==> config.mk <==
export PLATFORM = sky130hd
export DESIGN_NAME = stim_sequencer
export DESIGN_NICKNAME = d
export VERILOG_FILES = /design/src/rtl/stim_sequencer.sv
export SDC_FILE = /design/constraint.sdc
export NUM_CORES = 2
export LEC_CHECK = 0
export ABC_CLOCK_PERIOD_IN_PS = 20500
export CAP_MARGIN = 15
export CORE_ASPECT_RATIO = 2
export CORE_MARGIN = 10
export CORE_UTILIZATION = 50
export CTS_CLUSTER_SIZE = 30
export DETAILED_ROUTE_END_ITERATION = 8
export HOLD_SLACK_MARGIN = 0.03
export PLACE_DENSITY = 0.71
export SLEW_MARGIN = 10
export SYNTH_ARGS = -nofsm -noshare
export SYNTH_HDL_FRONTEND = slang
export SYNTH_SLANG_ARGS = --single-unit
==> constraint.sdc <==
create_clock -name clk -period 20.5 [get_ports clk]
set_input_delay 4.1 -clock clk [delete_from_list [all_inputs] [get_ports clk]]
set_output_delay 4.1 -clock clk [all_outputs]
set_load 0.05 [all_outputs]
==> src/rtl/stim_sequencer.sv <==
// stim_sequencer: synthesizable stimulus controller for the fuzz-harness datapath.
// It holds the DUT in reset for RST_CYCLES cycles. It then emits a deterministic stream of
// IN_W-bit vectors built from a 32-bit LCG, each offered through a valid/ready handshake.
// A run produces cycles+1 vectors.
// Optional feature: define STIM_SEQ_PARALLEL_FILL_EN to compute all words of a vector
// in a single FILL cycle. The default is a serial fill, one LCG step per cycle.
//
// Handshake: vec_valid rises only when in_flat holds a complete new vector. vec_valid and
// in_flat then stay stable until the consumer raises vec_ready. The transfer happens on the
// rising edge where vec_valid && vec_ready. vec_valid never drops without a transfer,
// except on rst.
module stim_sequencer #(
  parameter int IN_W       = 135,
  parameter int RST_CYCLES = 2,
  parameter int CNT_W      = 32
) (
  input  logic             clk,
  input  logic             rst,
  input  logic             start,
  input  logic [31:0]      seed,
  input  logic [CNT_W-1:0] cycles,
  output logic             dut_rst_n,
  output logic             vec_valid,
  input  logic             vec_ready,
  output logic [IN_W-1:0]  in_flat,
  output logic [CNT_W-1:0] vec_idx,
  output logic             busy,
  output logic             done,
  output logic [2:0]       dbg_state
);

  localparam int NW   = (IN_W + 31) / 32;
  localparam int SH_W = NW * 32;
  localparam int RC_W = (RST_CYCLES > 1) ? $clog2(RST_CYCLES) : 1;

  typedef enum logic [2:0] {
    S_IDLE    = 3'd0,
    S_RESET   = 3'd1,
    S_FILL    = 3'd2,
    S_PRESENT = 3'd3,
    S_DONE    = 3'd4
  } state_e;

  // One LCG step, modulo 2^32.
  function automatic logic [31:0] lcg_next(input logic [31:0] s);
    lcg_next = s * 32'h41C64E6D + 32'h3039;
  endfunction

  state_e            state_q, state_d;
  logic [31:0]       lcg_q, lcg_d;
  logic [CNT_W-1:0]  cycles_q, cycles_d;
  logic [CNT_W-1:0]  idx_q, idx_d;
  logic [RC_W-1:0]   rcnt_q, rcnt_d;
  logic [SH_W-1:0]   shadow_q, shadow_d;
  logic [IN_W-1:0]   in_flat_q, in_flat_d;
`ifdef STIM_SEQ_PARALLEL_FILL_EN
  logic [31:0]       chain;
`else
  localparam int WC_W = (NW > 1) ? $clog2(NW) : 1;
  logic [WC_W-1:0]   wcnt_q, wcnt_d;
`endif

  // State and datapath registers; rst returns everything to the idle values.
  always_ff @(posedge clk or posedge rst) begin
    if (rst) begin
      state_q   <= S_IDLE;
      lcg_q     <= '0;
      cycles_q  <= '0;
      idx_q     <= '0;
      rcnt_q    <= '0;
      shadow_q  <= '0;
      in_flat_q <= '0;
`ifndef STIM_SEQ_PARALLEL_FILL_EN
      wcnt_q    <= '0;
`endif
    end else begin
      state_q   <= state_d;
      lcg_q     <= lcg_d;
      cycles_q  <= cycles_d;
      idx_q     <= idx_d;
      rcnt_q    <= rcnt_d;
      shadow_q  <= shadow_d;
      in_flat_q <= in_flat_d;
`ifndef STIM_SEQ_PARALLEL_FILL_EN
      wcnt_q    <= wcnt_d;
`endif
    end
  end

  // Next-state logic: reset hold, vector fill, presentation and run termination.
  always_comb begin
    state_d   = state_q;
    lcg_d     = lcg_q;
    cycles_d  = cycles_q;
    idx_d     = idx_q;
    rcnt_d    = rcnt_q;
    shadow_d  = shadow_q;
    in_flat_d = in_flat_q;
`ifdef STIM_SEQ_PARALLEL_FILL_EN
    chain     = lcg_q;
`else
    wcnt_d    = wcnt_q;
`endif
    unique case (state_q)
      S_IDLE: begin
        if (start) begin
          state_d  = S_RESET;
          lcg_d    = seed;
          cycles_d = cycles;
          idx_d    = '0;
          rcnt_d   = '0;
        end
      end
      S_RESET: begin
        if (rcnt_q == RC_W'(RST_CYCLES - 1)) begin
          state_d = S_FILL;
`ifndef STIM_SEQ_PARALLEL_FILL_EN
          wcnt_d  = '0;
`endif
        end else begin
          rcnt_d = rcnt_q + RC_W'(1);
        end
      end
      S_FILL: begin
`ifdef STIM_SEQ_PARALLEL_FILL_EN
        // All NW chained steps in one cycle; contents match the serial fill.
        for (int k = 0; k < NW; k++) begin
          chain = lcg_next(chain);
          shadow_d[k*32 +: 32] = chain;
        end
        lcg_d     = chain;
        in_flat_d = shadow_d[IN_W-1:0];
        state_d   = S_PRESENT;
`else
        // One step per cycle; word k lands at bits [32k+31:32k].
        lcg_d = lcg_next(lcg_q);
        shadow_d[{wcnt_q, 5'b00000} +: 32] = lcg_d;
        if (wcnt_q == WC_W'(NW - 1)) begin
          in_flat_d = shadow_d[IN_W-1:0];
          state_d   = S_PRESENT;
        end else begin
          wcnt_d = wcnt_q + WC_W'(1);
        end
`endif
      end
      S_PRESENT: begin
        // Compare before incrementing so cycles = all-ones terminates cleanly.
        if (vec_ready) begin
          if (idx_q == cycles_q) begin
            state_d = S_DONE;
          end else begin
            idx_d   = idx_q + CNT_W'(1);
            state_d = S_FILL;
`ifndef STIM_SEQ_PARALLEL_FILL_EN
            wcnt_d  = '0;
`endif
          end
        end
      end
      S_DONE: begin
        state_d = S_IDLE;
      end
      default: begin
        state_d = S_IDLE;
      end
    endcase
  end

  // Outputs decoded directly from the state register.
  assign busy      = (state_q != S_IDLE);
  assign dut_rst_n = (state_q == S_FILL) || (state_q == S_PRESENT) || (state_q == S_DONE);
  assign vec_valid = (state_q == S_PRESENT);
  assign done      = (state_q == S_DONE);
  assign in_flat   = in_flat_q;
  assign vec_idx   = idx_q;
  assign dbg_state = state_q;

endmodule

=== After elaboration in Yosys (flattened, before gate mapping) ===
Cells that the tools add are included.

* $add $sub $neg: 5
* Multiply operators: 1
* Eq/ne operators: 12
* Shift-type cells: 2
* Multiplexer cells: 21
* Reduce and logical (&&, ||, !) cells: 15

{| class="wikitable"
|+ Operators with widths
! operator !! number
|-
| 160-bit bitwise mux || 1
|-
| 32-bit by 10-bit variable shift with 160-bit output, first input constant || 1
|-
| 32-bit by 10-bit indexed part select with 160-bit output || 1
|-
| 32-bit 2-to-1 mux || 4
|-
| 32-bit case mux with 2 select lines || 2
|-
| 32-bit by 1-bit adder with 32-bit output, second input constant || 1
|-
| 32-bit by 14-bit adder with 32-bit output, second input constant || 1
|-
| 32-bit == test || 1
|-
| 32-bit by 31-bit multiplier with 32-bit output, second input constant || 1
|-
| 3-bit 2-to-1 mux || 9
|-
| 3-bit case mux with 4 select lines || 1
|-
| 2-bit inequality test, second input constant || 5
|-
| 8-bit negator with 10-bit output || 1
|-
| 3-bit case mux with 3 select lines || 1
|-
| 2-bit AND reduction || 4
|-
| 4-bit AND reduction || 2
|-
| 3-bit by 2-bit == test with 1-bit output, second input constant || 2
|-
| 3-bit == test, second input constant || 2
|-
| 2-bit nonzero test || 3
|-
| 3-bit nonzero test || 2
|-
| 5-bit AND reduction || 1
|-
| 3-bit by 1-bit adder with 3-bit output, second input constant || 1
|-
| 3-bit by 1-bit == test with 1-bit output, second input constant || 1
|-
| 3-bit logical NOT || 1
|-
| other kinds (5) || 7
|}

* Register bits after elaboration: 398
* Input port bits: 68
* Logic and storage cells: 64

=== Depth between registers and ports, before layout ===
* Depth after elaboration: 4
* Depth in mapped cells: 28
* Mapped depth without buffers: 26

=== Worst setup path after synthesis ===
No wires, ideal clock.

* Path kind: flip-flop to flip-flop
* Start point: reg lcg_q[5]
* End point: reg in_flat_q[30], in the netlist in_flat[30]
* Data arrival time: 6.513 ns
* Data required time: 20.418 ns
* Setup slack: 13.905 ns
* Stages on the path, launching flop included: 27
* Path buffers: 1
* Clock period less this slack: 6.595 ns
* Path through: dfrtp_1 > ha_1 > xor2_1 > ha_1 > a21oi_1 > fa_1 > fa_1 > inv_1 > fa_1 > inv_1 > fa_1 > inv_1 > fa_1 > inv_1 > fa_1 > inv_1 > ha_1 > buf_2 > and3_1 > and4_1 > o211ai_1 > a31oi_1 > a21oi_1 > o21ai_1 > xor2_1 > nand2_1 > a31oi_1

* Cells in the longest elaborated chain, start to end: 4

{| class="wikitable"
|+ RTL lines
! element !! line !! source
|-
| start: declaration || 50 || <nowiki>logic [31:0] lcg_q, lcg_d;</nowiki>
|-
| start signal: assignment || 78 || <nowiki>lcg_q <= lcg_d;</nowiki>
|-
| 32-bit by 31-bit multiplier with 32-bit output || 46 || <nowiki>lcg_next = s * 32'h41C64E6D + 32'h3039;</nowiki>
|-
| 32-bit by 14-bit adder with 32-bit output || 46 ||
|-
| 32-bit by 10-bit indexed part select with 160-bit output || 137 || <nowiki>shadow_d[{wcnt_q, 5'b00000} +: 32] = lcg_d;</nowiki>
|-
| 160-bit bitwise mux || 137 ||
|-
| end signal: assignment || 83 || <nowiki>in_flat_q <= in_flat_d;</nowiki>
|-
| end: declaration || 55 || <nowiki>logic [IN_W-1:0] in_flat_q, in_flat_d;</nowiki>
|}

No other way between the ends.
A chain may end at the register's enable or synchronous reset.

=== Worst setup path in the final report ===
* Start point: reg lcg_q[0]
* End point: reg shadow_q[124]

* Cells in the longest elaborated chain, start to end: 4

{| class="wikitable"
|+ RTL lines
! element !! line !! source
|-
| 32-bit by 31-bit multiplier with 32-bit output || 46 ||
|-
| 32-bit by 14-bit adder with 32-bit output || 46 ||
|-
| 32-bit by 10-bit indexed part select with 160-bit output || 137 ||
|-
| 160-bit bitwise mux || 137 ||
|-
| end signal: assignment || 82 || <nowiki>shadow_q <= shadow_d;</nowiki>
|-
| end: declaration || 54 || <nowiki>logic [SH_W-1:0] shadow_q, shadow_d;</nowiki>
|}

No other way between the ends.

==> summary.md <==
| Metric | Value |
|---|---|
| Post-route ant nets | `0` |
| WL final | `80.7 mm` |
| Vias per cell | `5.68` |
| Synth top area cells | `dfrtp_1 (38%), fa_1 (15%), ha_1 (11%)` |
| Antenna violations before repair | `0` |
| DIE HEIGHT | `336 um` |
| Max Cap Viol | `0` |
| Worst skew pair latency | `0.55 ns` |
| Fraction of layout instances using a drive strength above 1 | `5.04%` |
| Total track usage | `27.1%` |
| Post-synthesis cell area | `0.0249 sq mm` |
| Hold crit path type | `flop to flop` |
| CP max stage cell | `dfrtp_1` |
| Fill cells | `4321` |
| NumNets Final | `3208` |
| Max frequency | `125 MHz` |
| Worst clock skew | `0.0231 ns` |
| Sequential share of the synthesized area | `37.5%` |
| Highest routing layer actually used | `met4` |
| Drt pass-1 iters | `6` |
| Met2 routed WL | `41.5 mm` |
| DRT iter0 DRCs | `1861` |
| Worst Tran Pin Value | `1.20 ns` |
| I/O Pins | `242` |
| DRC | `0` |
| GRT overflow | `0` |
| Row cnt | `115` |
| Dpl hpwl | `63.4 mm` |
| Data arrival time of the worst path | `8.35 ns` |
| Mapped Nets | `3009` |
| Gpl congestion | `1.02` |
| Die X | `178 um` |
| Vias in the first global route | `20070` |
| Critical Path RT | `20.88 ns` |
| Largest net degree at the start of global routing | `173` |
| Tcrit/Tclk final | `38.9%` |
| Critical path peak fanout | `17` |
| Final hold vios | `0` |
| Crit path buf inv count | `6` |
| Unique masters post-synth | `63` |
| RSZ-0062 raised after global routing | `false` |
| Core area | `0.0492 sq mm` |
| Crit end category | `flop` |
| Most used cell, CP | `inv_1` |
| CP Cell Sequence | `inv_1, ha_1, inv_1, ha_1, inv_1, fa_1, fa_1, inv_1, ha_1, inv_1, fa_1, inv_1, fa_1, fa_1, ha_1, a211oi_1, nand4bb_1, o211ai_1, a31oi_1, nand4_1, nand4b_1, a21oi_1, xor2_1, o21ai_0` |
| Slew HR | `19.8%` |
| Crit path max-delay family | `adder cells` |
| Die area | `0.0596 sq mm` |
| Final setup fails | `0` |
| Maximum root-to-sink buffer count | `3` |
| Num CTS Buffers | `35` |
| # hold bufs at CTS | `0` |
| Initial Util | `50.6%` |
| CTS clk-pin slew, worst paths | `0.07 ns` |
| Avg Inst Size Synth | `9.80 sq um` |
| Num Clock Sinks | `373` |
| # diodes | `0` |
| Routed metal-1 wirelength | `28.7 mm` |
| Startpoint Class | `flop` |
| CTS H-Tree Depth | `2` |
| Crit path kind | `flop to flop` |
| Via Count | `19324` |
| Top-area cell type share of the netlist area | `37.5%` |
| CTS root buf | `clkbuf_16` |
| Synthesized netlist cell count | `2540` |
| First-pass GRT wire length | `123 mm` |
| Tmin final | `7.97 ns` |
| Post-CTS sizing | `0` |
| Most used DFF post-synth | `dfrtp_1` |
| Post-synth EDFFs | `0` |
| Synth area leader | `dfrtp_1` |
| CP max stage delay | `0.83 ns` |
| Slew Limit Fails | `0` |
| Number of synthesized register bits | `373` |
| Postcts setup bufs | `0` |
| Synth warn | `0` |
| Area Overhead vs Synth | `17.1%` |
| Routed wl met3 | `4.85 mm` |
| CTS tree | `yes` |
| Status | `finished, final reports clean` |
| Drt wl/cell | `23.7 um` |
| Asr flop ratio synth | `100%` |
| Setup tns final | `0 ns` |
| Port bufs | `241` |
## cells in the mapped netlist (all sizes together), types with 2 or more instances
cell type	number
o21bai	4
a221oi	74
clkbuf	98
o211ai	8
nand2b	9
dfrtp	373
nor3	15
nor2b	3
o221ai	2
or2	4
a211oi	8
or3	8
and2	5
mux2	26
o21a	7
nand3	20
inv	411
and4	3
nor4	10
a21o	9
xnor2	63
o21ai	126
nand2	296
a22o	64
o31ai	3
nor2	239
a22oi	30
mux2i	5
and3	23
or4	2
nor3b	2
ha	214
fa	187
buf	12
nand4	9
xor2	58
o22ai	5
a31oi	18
a21oi	74
## cell families after synthesis
family / synth area share, %
XOR/XNOR: 4.32
AO/OA/AOI/OAI: 12.2
buffers and inverters: 7.91
adder cells (fa/ha/maj): 25.8
multiplexers: 1.38
AND/OR/NAND/NOR: 10.9
flip-flops: 37.5
## cells in the final DEF, fill, tap and decap left out, types with 7 or more instances in the layout
cell / synthesis / final
o21a_1: 7 / 7
mux2_2: 26 / 26
nand4_1: 9 / 9
nor3_1: 15 / 14
and3_1: 23 / 23
ha_1: 214 / 214
a31oi_1: 17 / 17
nor4_1: 9 / 9
a21oi_1: 73 / 73
nand2b_1: 9 / 9
nand2_1: 296 / 295
clkdlybuf4s50_1: 0 / 241
a22oi_1: 30 / 30
buf_4: 0 / 30
nor2_1: 239 / 234
o21ai_0: 113 / 113
o21ai_1: 13 / 13
nand3_1: 20 / 19
or3_1: 8 / 8
clkbuf_16: 0 / 35
a221oi_1: 74 / 74
dfrtp_1: 373 / 373
inv_1: 411 / 410
a22o_1: 64 / 64
clkbuf_8: 0 / 8
fa_1: 187 / 187
xor2_1: 57 / 55
a211oi_1: 7 / 7
xnor2_1: 62 / 59
a21o_1: 9 / 9
## worst min-delay path: stages (launching register included)
cell	delay (ns)
dfrtp_1	0.34
nand2_1	0.04
o21ai_0	0.06
## path summary, 6_finish.rpt
check                      slack, ns                startpoint  cells past startpoint                        end
setup / recovery               12.53      lcg_q[0]$_DFFE_PP0P_                     24  shadow_q[124]$_DFFE_PP0P_
hold / removal                  0.48  shadow_q[44]$_DFFE_PP0P_                      2   shadow_q[44]$_DFFE_PP0P_
setup reg to reg               12.53      lcg_q[0]$_DFFE_PP0P_                     24  shadow_q[124]$_DFFE_PP0P_
hold reg to reg                 0.48  shadow_q[44]$_DFFE_PP0P_                      2   shadow_q[44]$_DFFE_PP0P_
max in group asynchronous      14.79                       rst                      3  shadow_q[115]$_DFFE_PP0P_
min in group asynchronous       4.11                       rst                      2     in_flat[7]$_DFFE_PP0P_
## per-layer routing
| layer | global-route usage [%] | up-vias |
|---|---|---|
| met4 | 16.4 | 0 |
| li1 | - | 8678 |
| met5 | 0 | - |
| met3 | 3.75 | 185 |
| met1 | 30.5 | 9668 |
| met2 | 47.5 | 793 |
## per-stage QoR
stage | utilization, % | instances | area, sq um | setup WS (ns) | hold slack, ns
2_1_floorplan | - | 2540 | 24900 | 6.04 | 0.442
3_3_place_gp | 56.9 | 3345 | 28000 | 12.77 | 0.453
3_5_place_dp | 56.9 | 3345 | 28000 | 12.53 | 0.463
4_1_cts | 59.2 | 3403 | 29200 | 12.48 | 0.478
5_1_grt | 59.2 | 3403 | 29200 | 12.11 | 0.489
6_report | 59.2 | 3403 | 29200 | 12.53 | 0.480
## state kept, by name (all words and copies together), names as in the netlist
name / cells
shadow_q: 135
rcnt_q: 1
dbg_state: 3
lcg_q: 32
cycles_q: 32
in_flat: 135
wcnt_q: 3
vec_idx: 32
## layout make-up
type	count	area [sq um]	share of cell area (%)
Multi-Input combinational cell	1646	13700	46.9
Sequential cell	373	9330	32.0
Timing Repair Buffer	272	2660	9.12
Inverter	411	1550	5.32
Clock buffer	49	1010	3.46
Tap cell	643	805	2.76
Clock inverter	9	125	0.429
Power is not shown: default switching activity piles up to over one toggle a cycle in this logic, so the estimate is an artifact.
